### src/rtl/key_sched_pkg.sv
// key_sched_pkg: shared definitions for the key event scheduler.
// Holds the macro ROM opcodes, the ESC scancode, the size of the held-key
// table, the 10-bit key event layout and the macro FSM state encoding.
package key_sched_pkg;

  // Macro ROM word is {op[1:0], arg[7:0]}
  localparam logic [1:0] OP_END     = 2'b00;
  localparam logic [1:0] OP_PRESS   = 2'b01;
  localparam logic [1:0] OP_RELEASE = 2'b10;
  localparam logic [1:0] OP_WAIT    = 2'b11;

  localparam logic [7:0] ESC_CODE = 8'h76;

  // Number of macro-pressed keys remembered for auto-release on abort
  localparam int HELD_N = 4;

  // Event payload in ps2_key bit order: [9] pressed, [8] extended, [7:0] code
  typedef struct packed {
    logic       pressed;
    logic       ext;
    logic [7:0] code;
  } key_evt_t;

  typedef enum logic [2:0] {
    ST_IDLE,
    ST_FETCH,
    ST_DECODE,
    ST_EMIT,
    ST_DELAY,
    ST_ABORT
  } sched_state_t;

endpackage

### src/rtl/key_evt_fifo.sv
// key_evt_fifo: small synchronous FIFO buffering live key events.
// Ports:
//   clk_sys  - system clock
//   reset_n  - asynchronous active-low reset (empties the FIFO)
//   push/din - write one event; ignored while full
//   pop/dout - dout shows the head entry; pop discards it; ignored while empty
//   full     - no room for another event
//   empty    - nothing stored
// DEPTH must be a power of two, at least 2.
module key_evt_fifo
  import key_sched_pkg::*;
#(
  parameter int DEPTH = 8
) (
  input  logic     clk_sys,
  input  logic     reset_n,
  input  logic     push,
  input  key_evt_t din,
  input  logic     pop,
  output key_evt_t dout,
  output logic     full,
  output logic     empty
);

  localparam int AW = $clog2(DEPTH);
  localparam logic [AW:0] PTR_ONE = 1;

  // Pointers carry one extra wrap bit so full and empty are distinguishable
  logic [AW:0] wr_ptr_q, wr_ptr_d;
  logic [AW:0] rd_ptr_q, rd_ptr_d;
  key_evt_t    mem_q [DEPTH];
  logic        do_push, do_pop;

  assign empty = (wr_ptr_q == rd_ptr_q);
  assign full  = (wr_ptr_q[AW] != rd_ptr_q[AW]) &&
                 (wr_ptr_q[AW-1:0] == rd_ptr_q[AW-1:0]);
  assign dout  = mem_q[rd_ptr_q[AW-1:0]];

  always_comb begin
    do_push  = push && !full;
    do_pop   = pop && !empty;
    wr_ptr_d = wr_ptr_q;
    rd_ptr_d = rd_ptr_q;
    if (do_push) wr_ptr_d = wr_ptr_q + PTR_ONE;
    if (do_pop)  rd_ptr_d = rd_ptr_q + PTR_ONE;
  end

  always_ff @(posedge clk_sys or negedge reset_n) begin
    if (!reset_n) begin
      wr_ptr_q <= '0;
      rd_ptr_q <= '0;
    end else begin
      wr_ptr_q <= wr_ptr_d;
      rd_ptr_q <= rd_ptr_d;
    end
  end

  // Storage needs no reset; the pointers define what is valid
  always_ff @(posedge clk_sys) begin
    if (do_push) mem_q[wr_ptr_q[AW-1:0]] <= din;
  end

endmodule

### src/rtl/key_event_sched.sv
// key_event_sched: merges live PS/2 key events and ROM-scripted macros into
// one paced, toggle-strobed event stream for the Spectrum keyboard matrix.
// Ports:
//   clk_sys     - system clock
//   reset_n     - asynchronous active-low reset
//   ps2_key     - live event, [10] toggles per event, [9:0] = key_evt_t
//   macro_start - one-cycle request to run the macro at macro_base
//   macro_base  - first ROM address of the macro, sampled with macro_start
//   rom_addr    - macro ROM read address
//   rom_data    - macro ROM word {op, arg}, valid one cycle after rom_addr
//   key_out     - merged event stream, same format as ps2_key
//   busy        - a macro is running or being aborted
//   ovf         - one-cycle pulse when a live event was dropped (FIFO full)
module key_event_sched
  import key_sched_pkg::*;
#(
  parameter int GAP_CYCLES = 7000000,
  parameter int WAIT_UNIT  = 70000,
  parameter int LIVE_DEPTH = 8,
  parameter int ROM_AW     = 8
) (
  input  logic              clk_sys,
  input  logic              reset_n,
  input  logic [10:0]       ps2_key,
  input  logic              macro_start,
  input  logic [ROM_AW-1:0] macro_base,
  output logic [ROM_AW-1:0] rom_addr,
  input  logic [9:0]        rom_data,
  output logic [10:0]       key_out,
  output logic              busy,
  output logic              ovf
);

  localparam int GAP_W = $clog2(GAP_CYCLES + 1);
  localparam int DLY_W = $clog2(255 * WAIT_UNIT + 1);
  localparam logic [GAP_W-1:0]  GAP_LOAD = GAP_W'(GAP_CYCLES - 1);
  localparam logic [GAP_W-1:0]  GAP_ONE  = 1;
  localparam logic [DLY_W-1:0]  DLY_ONE  = 1;
  localparam logic [ROM_AW-1:0] ADDR_ONE = 1;
  localparam logic [2:0]        AB_DONE  = 3'(HELD_N);

  sched_state_t state_q, state_d;

  logic                     tog_q, tog_d;
  logic [ROM_AW-1:0]        rom_addr_q, rom_addr_d;
  logic [10:0]              key_out_q, key_out_d;
  logic                     busy_q, busy_d;
  logic                     ovf_q, ovf_d;
  logic                     abort_pend_q, abort_pend_d;
  logic [GAP_W-1:0]         gap_q, gap_d;
  logic [DLY_W-1:0]         dly_q, dly_d;
  logic [1:0]               cur_op_q, cur_op_d;
  logic [7:0]               cur_arg_q, cur_arg_d;
  logic [HELD_N-1:0]        held_vld_q, held_vld_d;
  logic [HELD_N-1:0][7:0]   held_code_q, held_code_d;
  logic [2:0]               ab_idx_q, ab_idx_d;

  key_evt_t live_evt, fifo_dout, mac_evt, emit_evt;
  logic     new_evt, esc_abort, fifo_push, fifo_pop, fifo_full, fifo_empty;
  logic     gap_zero, mac_emit, emit, held_hit, free_ok;
  logic [1:0] free_idx;

  assign rom_addr = rom_addr_q;
  assign key_out  = key_out_q;
  assign busy     = busy_q;
  assign ovf      = ovf_q;
  assign gap_zero = (gap_q == '0);
  assign live_evt = key_evt_t'(ps2_key[9:0]);

  // Live capture. An ESC press during a macro is swallowed and turned into
  // an abort request instead of being queued.
  always_comb begin
    tog_d     = ps2_key[10];
    new_evt   = ps2_key[10] ^ tog_q;
    esc_abort = new_evt && busy_q && live_evt.pressed && !live_evt.ext &&
                (live_evt.code == ESC_CODE);
    fifo_push = new_evt && !esc_abort;
    ovf_d     = fifo_push && fifo_full;
  end

  key_evt_fifo #(
    .DEPTH (LIVE_DEPTH)
  ) u_fifo (
    .clk_sys (clk_sys),
    .reset_n (reset_n),
    .push    (fifo_push),
    .din     (live_evt),
    .pop     (fifo_pop),
    .dout    (fifo_dout),
    .full    (fifo_full),
    .empty   (fifo_empty)
  );

  // Held-table lookup for the current macro argument; the descending loop
  // leaves the lowest free slot in free_idx.
  always_comb begin
    held_hit = 1'b0;
    free_ok  = 1'b0;
    free_idx = '0;
    for (int i = HELD_N - 1; i >= 0; i--) begin
      if (held_vld_q[i] && (held_code_q[i] == cur_arg_q)) held_hit = 1'b1;
      if (!held_vld_q[i]) begin
        free_ok  = 1'b1;
        free_idx = 2'(i);
      end
    end
  end

  // Macro FSM. A pending abort pre-empts whatever transition a busy state
  // would otherwise take, including an EMIT that is still waiting.
  always_comb begin
    state_d      = state_q;
    rom_addr_d   = rom_addr_q;
    busy_d       = busy_q;
    dly_d        = dly_q;
    cur_op_d     = cur_op_q;
    cur_arg_d    = cur_arg_q;
    held_vld_d   = held_vld_q;
    held_code_d  = held_code_q;
    ab_idx_d     = ab_idx_q;
    mac_emit     = 1'b0;
    mac_evt      = '0;
    abort_pend_d = abort_pend_q | (esc_abort && (state_q != ST_ABORT));

    case (state_q)
      ST_IDLE: begin
        if (macro_start) begin
          rom_addr_d = macro_base;
          busy_d     = 1'b1;
          state_d    = ST_FETCH;
        end
      end
      ST_FETCH: begin
        state_d = abort_pend_q ? ST_ABORT : ST_DECODE;
      end
      ST_DECODE: begin
        if (abort_pend_q) begin
          state_d = ST_ABORT;
        end else begin
          cur_op_d  = rom_data[9:8];
          cur_arg_d = rom_data[7:0];
          case (rom_data[9:8])
            OP_END: begin
              busy_d  = 1'b0;
              state_d = ST_IDLE;
            end
            OP_WAIT: begin
              dly_d   = DLY_W'(32'(rom_data[7:0]) * 32'(WAIT_UNIT));
              state_d = ST_DELAY;
            end
            default: state_d = ST_EMIT;
          endcase
        end
      end
      ST_EMIT: begin
        if (abort_pend_q) begin
          state_d = ST_ABORT;
        end else if (gap_zero) begin
          mac_emit        = 1'b1;
          mac_evt.pressed = (cur_op_q == OP_PRESS);
          mac_evt.code    = cur_arg_q;
          if (cur_op_q == OP_PRESS) begin
            if (!held_hit && free_ok) begin
              held_vld_d[free_idx]  = 1'b1;
              held_code_d[free_idx] = cur_arg_q;
            end
          end else begin
            for (int i = 0; i < HELD_N; i++) begin
              if (held_vld_q[i] && (held_code_q[i] == cur_arg_q)) held_vld_d[i] = 1'b0;
            end
          end
          rom_addr_d = rom_addr_q + ADDR_ONE;
          state_d    = ST_FETCH;
        end
      end
      ST_DELAY: begin
        if (abort_pend_q) begin
          state_d = ST_ABORT;
        end else if (dly_q == '0) begin
          rom_addr_d = rom_addr_q + ADDR_ONE;
          state_d    = ST_FETCH;
        end else begin
          dly_d = dly_q - DLY_ONE;
        end
      end
      ST_ABORT: begin
        // Walk the table one slot per step; empty slots cost one cycle
        if (ab_idx_q == AB_DONE) begin
          held_vld_d = '0;
          busy_d     = 1'b0;
          state_d    = ST_IDLE;
        end else if (!held_vld_q[ab_idx_q[1:0]]) begin
          ab_idx_d = ab_idx_q + 3'd1;
        end else if (gap_zero) begin
          mac_emit     = 1'b1;
          mac_evt.code = held_code_q[ab_idx_q[1:0]];
          ab_idx_d     = ab_idx_q + 3'd1;
        end
      end
      default: state_d = ST_IDLE;
    endcase

    if (state_d == ST_ABORT && state_q != ST_ABORT) ab_idx_d = '0;
    if (state_d == ST_ABORT || state_d == ST_IDLE) abort_pend_d = 1'b0;
  end

  // Output arbitration and pacing. The FIFO only drains in IDLE, where the
  // FSM never emits, so the two sources never collide.
  always_comb begin
    fifo_pop  = (state_q == ST_IDLE) && !fifo_empty && gap_zero;
    emit      = mac_emit || fifo_pop;
    emit_evt  = mac_emit ? mac_evt : fifo_dout;
    key_out_d = emit ? {~key_out_q[10], emit_evt} : key_out_q;
    if (emit)           gap_d = GAP_LOAD;
    else if (!gap_zero) gap_d = gap_q - GAP_ONE;
    else                gap_d = gap_q;
  end

  always_ff @(posedge clk_sys or negedge reset_n) begin
    if (!reset_n) begin
      state_q      <= ST_IDLE;
      tog_q        <= 1'b0;
      rom_addr_q   <= '0;
      key_out_q    <= '0;
      busy_q       <= 1'b0;
      ovf_q        <= 1'b0;
      abort_pend_q <= 1'b0;
      gap_q        <= '0;
      dly_q        <= '0;
      cur_op_q     <= OP_END;
      cur_arg_q    <= '0;
      held_vld_q   <= '0;
      held_code_q  <= '0;
      ab_idx_q     <= '0;
    end else begin
      state_q      <= state_d;
      tog_q        <= tog_d;
      rom_addr_q   <= rom_addr_d;
      key_out_q    <= key_out_d;
      busy_q       <= busy_d;
      ovf_q        <= ovf_d;
      abort_pend_q <= abort_pend_d;
      gap_q        <= gap_d;
      dly_q        <= dly_d;
      cur_op_q     <= cur_op_d;
      cur_arg_q    <= cur_arg_d;
      held_vld_q   <= held_vld_d;
      held_code_q  <= held_code_d;
      ab_idx_q     <= ab_idx_d;
    end
  end

endmodule

### config.mk
export PLATFORM = sky130hd
export DESIGN_NAME = key_event_sched
export DESIGN_NICKNAME = d
export VERILOG_FILES = /design/src/rtl/key_sched_pkg.sv /design/src/rtl/key_evt_fifo.sv /design/src/rtl/key_event_sched.sv
export SDC_FILE = /design/constraint.sdc
export NUM_CORES = 1
export LEC_CHECK = 0
export BUFFER_PORTS_ARGS = -buffer_cell sky130_fd_sc_hd__clkbuf_2
export CAP_MARGIN = 20
export CELL_PAD_IN_SITES_DETAIL_PLACEMENT = 1
export CELL_PAD_IN_SITES_GLOBAL_PLACEMENT = 2
export CORE_MARGIN = 4
export CORE_UTILIZATION = 43
export DETAILED_ROUTE_END_ITERATION = 16
export PLACE_DENSITY_LB_ADDON = 0.1
export SLEW_MARGIN = 15
export SYNTH_ARGS = -nofsm -noshare
export SYNTH_HDL_FRONTEND = slang
export SYNTH_SLANG_ARGS = --single-unit
### constraint.sdc
create_clock -name clk_sys -period 3.18 [get_ports clk_sys]
set_input_delay 0.159 -clock clk_sys [delete_from_list [all_inputs] [get_ports clk_sys]]
set_output_delay 0.159 -clock clk_sys [all_outputs]
set_load 0.02 [all_outputs]
# Word level (Yosys, flattened, before mapping)
# Memory sizes are Yosys's and may differ from the RTL's.
# Cells that the tools add are included.
dict set report classes {
  n_mul 1
  n_div 0
  order_cmp 3
  reduce_logical 46
  shifts 0
  n_mux 82
  add_sub_neg 6
  n_bitwise 5
  eq_ne 36
}
# op count
set op_table {}
lappend op_table {{25-bit two-way mux} 4}
lappend op_table {{8-bit two-way mux} 12}
lappend op_table {{25-bit case mux with 2 select lines} 1}
lappend op_table {{23-bit two-way mux} 2}
lappend op_table {{3-bit two-way mux} 13}
lappend op_table {{32-bit bitwise mux} 1}
lappend op_table {{8-bit == test} 4}
lappend op_table {{6-bit AND reduction} 5}
lappend op_table {{1-bit two-way mux} 28}
lappend op_table {{25-bit logical NOT} 1}
lappend op_table {{25-bit by 1-bit subtractor with 25-bit output, second input constant} 1}
lappend op_table {{8-bit case mux with 3 select lines} 1}
lappend op_table {{23-bit logical NOT} 1}
lappend op_table {{23-bit by 1-bit subtractor with 23-bit output, second input constant} 1}
lappend op_table {{8-bit by 13-bit multiplier with 21-bit output, second input constant} 1}
lappend op_table {{4-bit two-way mux} 5}
lappend op_table {{2-bit inequality test, second input constant} 10}
lappend op_table {{1-bit logical AND} 19}
lappend op_table {{3-bit inequality test, second input constant} 6}
lappend op_table {{3-bit case mux with 6 select lines} 1}
lappend op_table {{8-bit binary-select mux with 2-bit select} 1}
lappend op_table {{8-bit demux with 2-bit select} 1}
lappend op_table {{8-bit case mux with 2 select lines} 1}
lappend op_table {{5-bit AND reduction} 3}
lappend op_table {{other kinds (36)} 56}
dict set report word_totals {
  mem_count 1
  regBits 131
  elab_cells 202
  latch_bits 0
  romBits 0
  mem_bits_rw 80
}
# name words width read_ports rd_clocked_by_memory_dff wr line_no
set mem_list {}
lappend mem_list {u_fifo.mem_q 8 10 1 0 1 key_evt_fifo.sv:31} ;# key_evt_t mem_q [DEPTH];

# Logic depth before layout (Yosys ltp)
dict set report logic_depth {
  depth_word 14
  ltp_mapped 16
  ltp_nobuf 16
}

# Modules after synthesis
# From an unflattened synthesis, not the netlist that was laid out.
dict set report hier_totals {
  cells_unflattened 1026
  hier_area_um2 12107.9
}
# mod instances cells_per_inst area_per_inst_um2
set by_module_without_submodules {}
lappend by_module_without_submodules {key_event_sched 1 853 8388.0}
lappend by_module_without_submodules {key_evt_fifo 1 173 3719.8}

# Worst setup path before layout
# OpenSTA, ideal clock, no wires.
dict set report synth_path {
  path_type {input -> register}
  from {input rom_data[5]}
  to {register dly_q[21]}
  cell_stages 15
  t_required_ns 3.059
  arrival_ns 3.554
  setup_ns 0.121
  setup_slack_ns -0.495
  cell_sequence {fa_1 inv_1 fa_1 inv_1 fa_1 ha_1 ha_1 or2_2 a21oi_1 a21oi_1 a21boi_0 a21boi_0 xnor2_1 o22ai_1 a22o_1}
}
dict set report synth_via {
  elab_chain_len 4
}
# item line_no
set synth_rtl {}
lappend synth_rtl {{from (decl)} key_event_sched.sv:28} ;# input logic [9:0] rom_data,
lappend synth_rtl {{8-bit by 13-bit multiplier with 21-bit output} key_event_sched.sv:148} ;# dly_d = DLY_W'(32'(rom_data[7:0]) * 32'(WAIT_UNIT));
lappend synth_rtl {{25-bit two-way mux} key_event_sched.sv:142} ;# case (rom_data[9:8])
lappend synth_rtl {{25-bit two-way mux} key_event_sched.sv:137} ;# if (abort_pend_q) begin
lappend synth_rtl {{25-bit case mux with 2 select lines} key_event_sched.sv:125} ;# case (state_q)
lappend synth_rtl {{to (signal assigned)} key_event_sched.sv:244} ;# dly_q <= dly_d;
lappend synth_rtl {{to (decl)} key_event_sched.sv:51} ;# logic [DLY_W-1:0] dly_q, dly_d;
# No other way between the ends. The select of a mux whose other input is x is not followed.
# A chain may end at the register's enable or synchronous reset.

# Final worst setup path
# Ends and elaborated chain as after synthesis.

==> metrics.txt <==
r2r endpoint=dly_q[8]; Fmax=0.318 GHz; Max stage delay on crit path=around 0.54 ns; Post-synth ARST share=0.621; die area=between 30000 and 40000 µm²; Initial Util=0.437; hold path depth=4; max_cap viols=0; Antenna Nets Post-Route=0; Min Hold Slack=roughly 0.026 ns; Data required, critical path=3.59 ns; Routed WL=31400 µm; Die Height=approximately 170 µm; Post-Syn Area=11700 µm²; DRC violations left=0; CTS Buffer Depth=3; Mapped Nets=~1.1k; TritonCTS clock tree=yes; Critical Path, Cell by Cell=buf_8, fa_1, inv_1, fa_1, inv_1, fa_2, ha_4, ha_4, o21a_1, o31ai_4, a21oi_2, a21boi_2, a21boi_1, xnor2_1, o22ai_1, a22o_1; Synth Instances=approximately 1.0k; Final Skew=about 0.019 ns; P_leak=roughly 6 nW; status=completed; CP max stage cell=fa_2; fin crit period=3.14 ns; die width=around 170 µm; gpl congestion=just under 0.8; Area Overhead vs Synth=21.9%; htree depth=1; CP Max Fanout=4; Yosys top cell by area=dfrtp_1; CP arrival=about 3.6 ns; I/O pins=53; crit path from=rom_data[5]; Tot GR Track Use=0.207; final slew viol count=0; pin count of the biggest net entering global routing=68; CP Launch Type=input port; final setup vio count=0; EDFF count, synth=80; worst setup path class=in -> reg; post-synthesis sequential area ratio=0.484; setup_tns=0 ns; Worst VDD drop=~0.37 mV; Clock Pin Slew Worst Setup and Hold Paths=0.06 ns; Post-synth top flop=dfrtp_1; Core Util, Final=0.532; Fin. Hold Viols=0; Root Buffer Master=clkbuf_16; flop and latch count out of synthesis=between 200 and 250; Place WS=-0.516 ns; via count=roughly 8.5k; GR Overflow Total=0; Slew headroom=0.544; Worst R2R Setup Slack=0.13 ns; period utilization=0.989; vias in the first global route=around 9.1k; synth top area cells=dfrtp_1 28%, edfxtp_1 20%, ha_1 6.4%, mux4_2 5.6%, xnor2_1 4.3%; Hold Crit Class=in -> reg; Routed WL per cell=between 20 and 25 µm; Reg2Reg Depth=13; Via density=roughly 5.6; Synthesis Warnings=0; Crit. End Element=flop; unrepaired setup endpoints after global routing=true; Detailed Route Iter0 Violations=between 400 and 500; # fillers=between 2k and 3k; Worst Setup EP=dly_q[21]; total power density per cell area=a little under 800 nW/µm²; r2r startpoint=dly_q[1]; port bufs=52; most frequent cells after synthesis=131 x dfrtp_1, 80 x edfxtp_1, 69 x nor2_1; Num CTS Buffers=25; actual slew at the worst max-slew pin=0.685 ns; post-synthesis cell type count=a little over 70; # nets final=around 1.3k; row count=60; Syn Area/Cell=about 12 µm²; clk_lat worst skew=~0.52 ns; share of the synthesized area in the top cell type=0.279; initial antenna violation count=0; first-pass GRT wire length=roughly 51000 µm; most frequent cell after synthesis=dfrtp_1; hpwl dp=between 20000 and 25000 µm; TritonCTS Sinks=~210; core region area=26900 µm²; layout cells sized above 1=0.274; setup ws final=0.0355 ns; # diodes=0; Pre-Repair DR Iteration Count=4
## cells by family (layout without fill, tap and decap cells)
kind of cell | after synthesis | after routing | share of synthesized area
xor gates and xnor gates | 74 | 74 | 0.0552
AOI/OAI and AO/OA | 202 | 202 | 0.107
and+or+nand+nor | 277 | 277 | 0.124
buffers and inverters | 90 | 250 | 0.0311
muxes | 85 | 85 | 0.111
DFF | 211 | 211 | 0.484
adders and majority gates | 74 | 74 | 0.0878
## worst min-delay path by stage
stage	from	end	slack [ns]
2_1_floorplan	reset_n	ab_idx_q[0]	-0.14
3_3_place_gp	reset_n	tog_q	0.23
3_5_place_dp	reset_n	tog_q	0.23
4_1_cts	macro_base[3]	rom_addr[3]	0.02
5_1_grt	macro_base[3]	rom_addr[3]	0.03
6_report	macro_base[3]	rom_addr[3]	0.03
## cell usage in the layout, fill, tap and decap left out, types with 9 or more instances in the layout
cell,count
a21oi_1,58
dfrtp_1,131
dlygate4sd3_1,18
nand3_1,15
fa_1,13
xor2_1,16
nor3_1,30
mux2_2,41
nand2b_1,10
clkbuf_16,27
edfxtp_1,80
nand2_1,66
inv_1,37
ha_1,53
o22a_1,10
buf_4,90
and3_1,11
or3_1,12
o21ai_0,47
clkbuf_2,49
nand4_1,9
xnor2_1,58
nor2_1,69
mux4_2,29
## routing by layer
metal,part of all wire,GRT usage,up-vias
li1,-,-,4010
met1,0.46,0.289,4375
met2,0.50,0.359,123
met3,0.033,0.0246,27
met4,0.012,0.0326,0
met5,0,0,-
## timing repair
item	CTS	global route
gates resized for setup	0	34
buffers inserted	0	7
endpoints found under the hold margin	151	0
hold buffers	18	0
setup endpoints to repair	0	34
## stage by stage
| step | instance area, µm² | power [mW] | cells |
|---|---|---|---|
| finish | 14300 | 11.3 | 1514 |
| detailed placement | 13000 | 8.16 | 1443 |
| floorplan | 11900 | 6.73 | 1013 |
| global route | 14300 | 12.1 | 1514 |
| CTS | 14100 | 11.3 | 1505 |
| global placement | 13000 | 8.05 | 1443 |
## area by class of cell
class / instances / area (µm²) / area share
Clock buffer: 35 / 713 / 0.0498
Timing Repair Buffer: 166 / 1260 / 0.0880
Inverter: 40 / 150 / 0.0105
Tap cell: 341 / 427 / 0.0298
Clock inverter: 9 / 153 / 0.0107
Multi-Input combinational cell: 712 / 5930 / 0.414
Sequential cell: 211 / 5680 / 0.397
## critical path: cells and delay by family
kind / cells / cell delay (ns)
AO/OA/AOI/OAI: 7 / 1.05
XOR/XNOR: 1 / 0.14
adder cells (fa/ha/maj): 5 / 2.00
buffers and inverters: 3 / 0.20
## report_power, final
group | internal [mW] | leakage (nW) | switching (mW)
Combinational | 1.94 | 3.10 | 2.20
Sequential | 3.47 | 2.40 | 0.722
Clock | 1.88 | 0.422 | 1.12
Total | 7.29 | 5.92 | 4.05
## flip-flops by register name (all words and copies together) (netlist names)
signal	count
ab_idx_q	3
abort_pend_q	1
busy	1
cur_arg_q	8
cur_op_q	2
dly_q	25
gap_q	23
held_code_q	32
held_vld_q	4
key_out	11
ovf	1
rom_addr	8
state_q	3
tog_q	1
u_fifo.mem_q	80
u_fifo.rd_ptr_q	4
u_fifo.wr_ptr_q	4
Note: power is estimated with default switching activity, not from simulation.
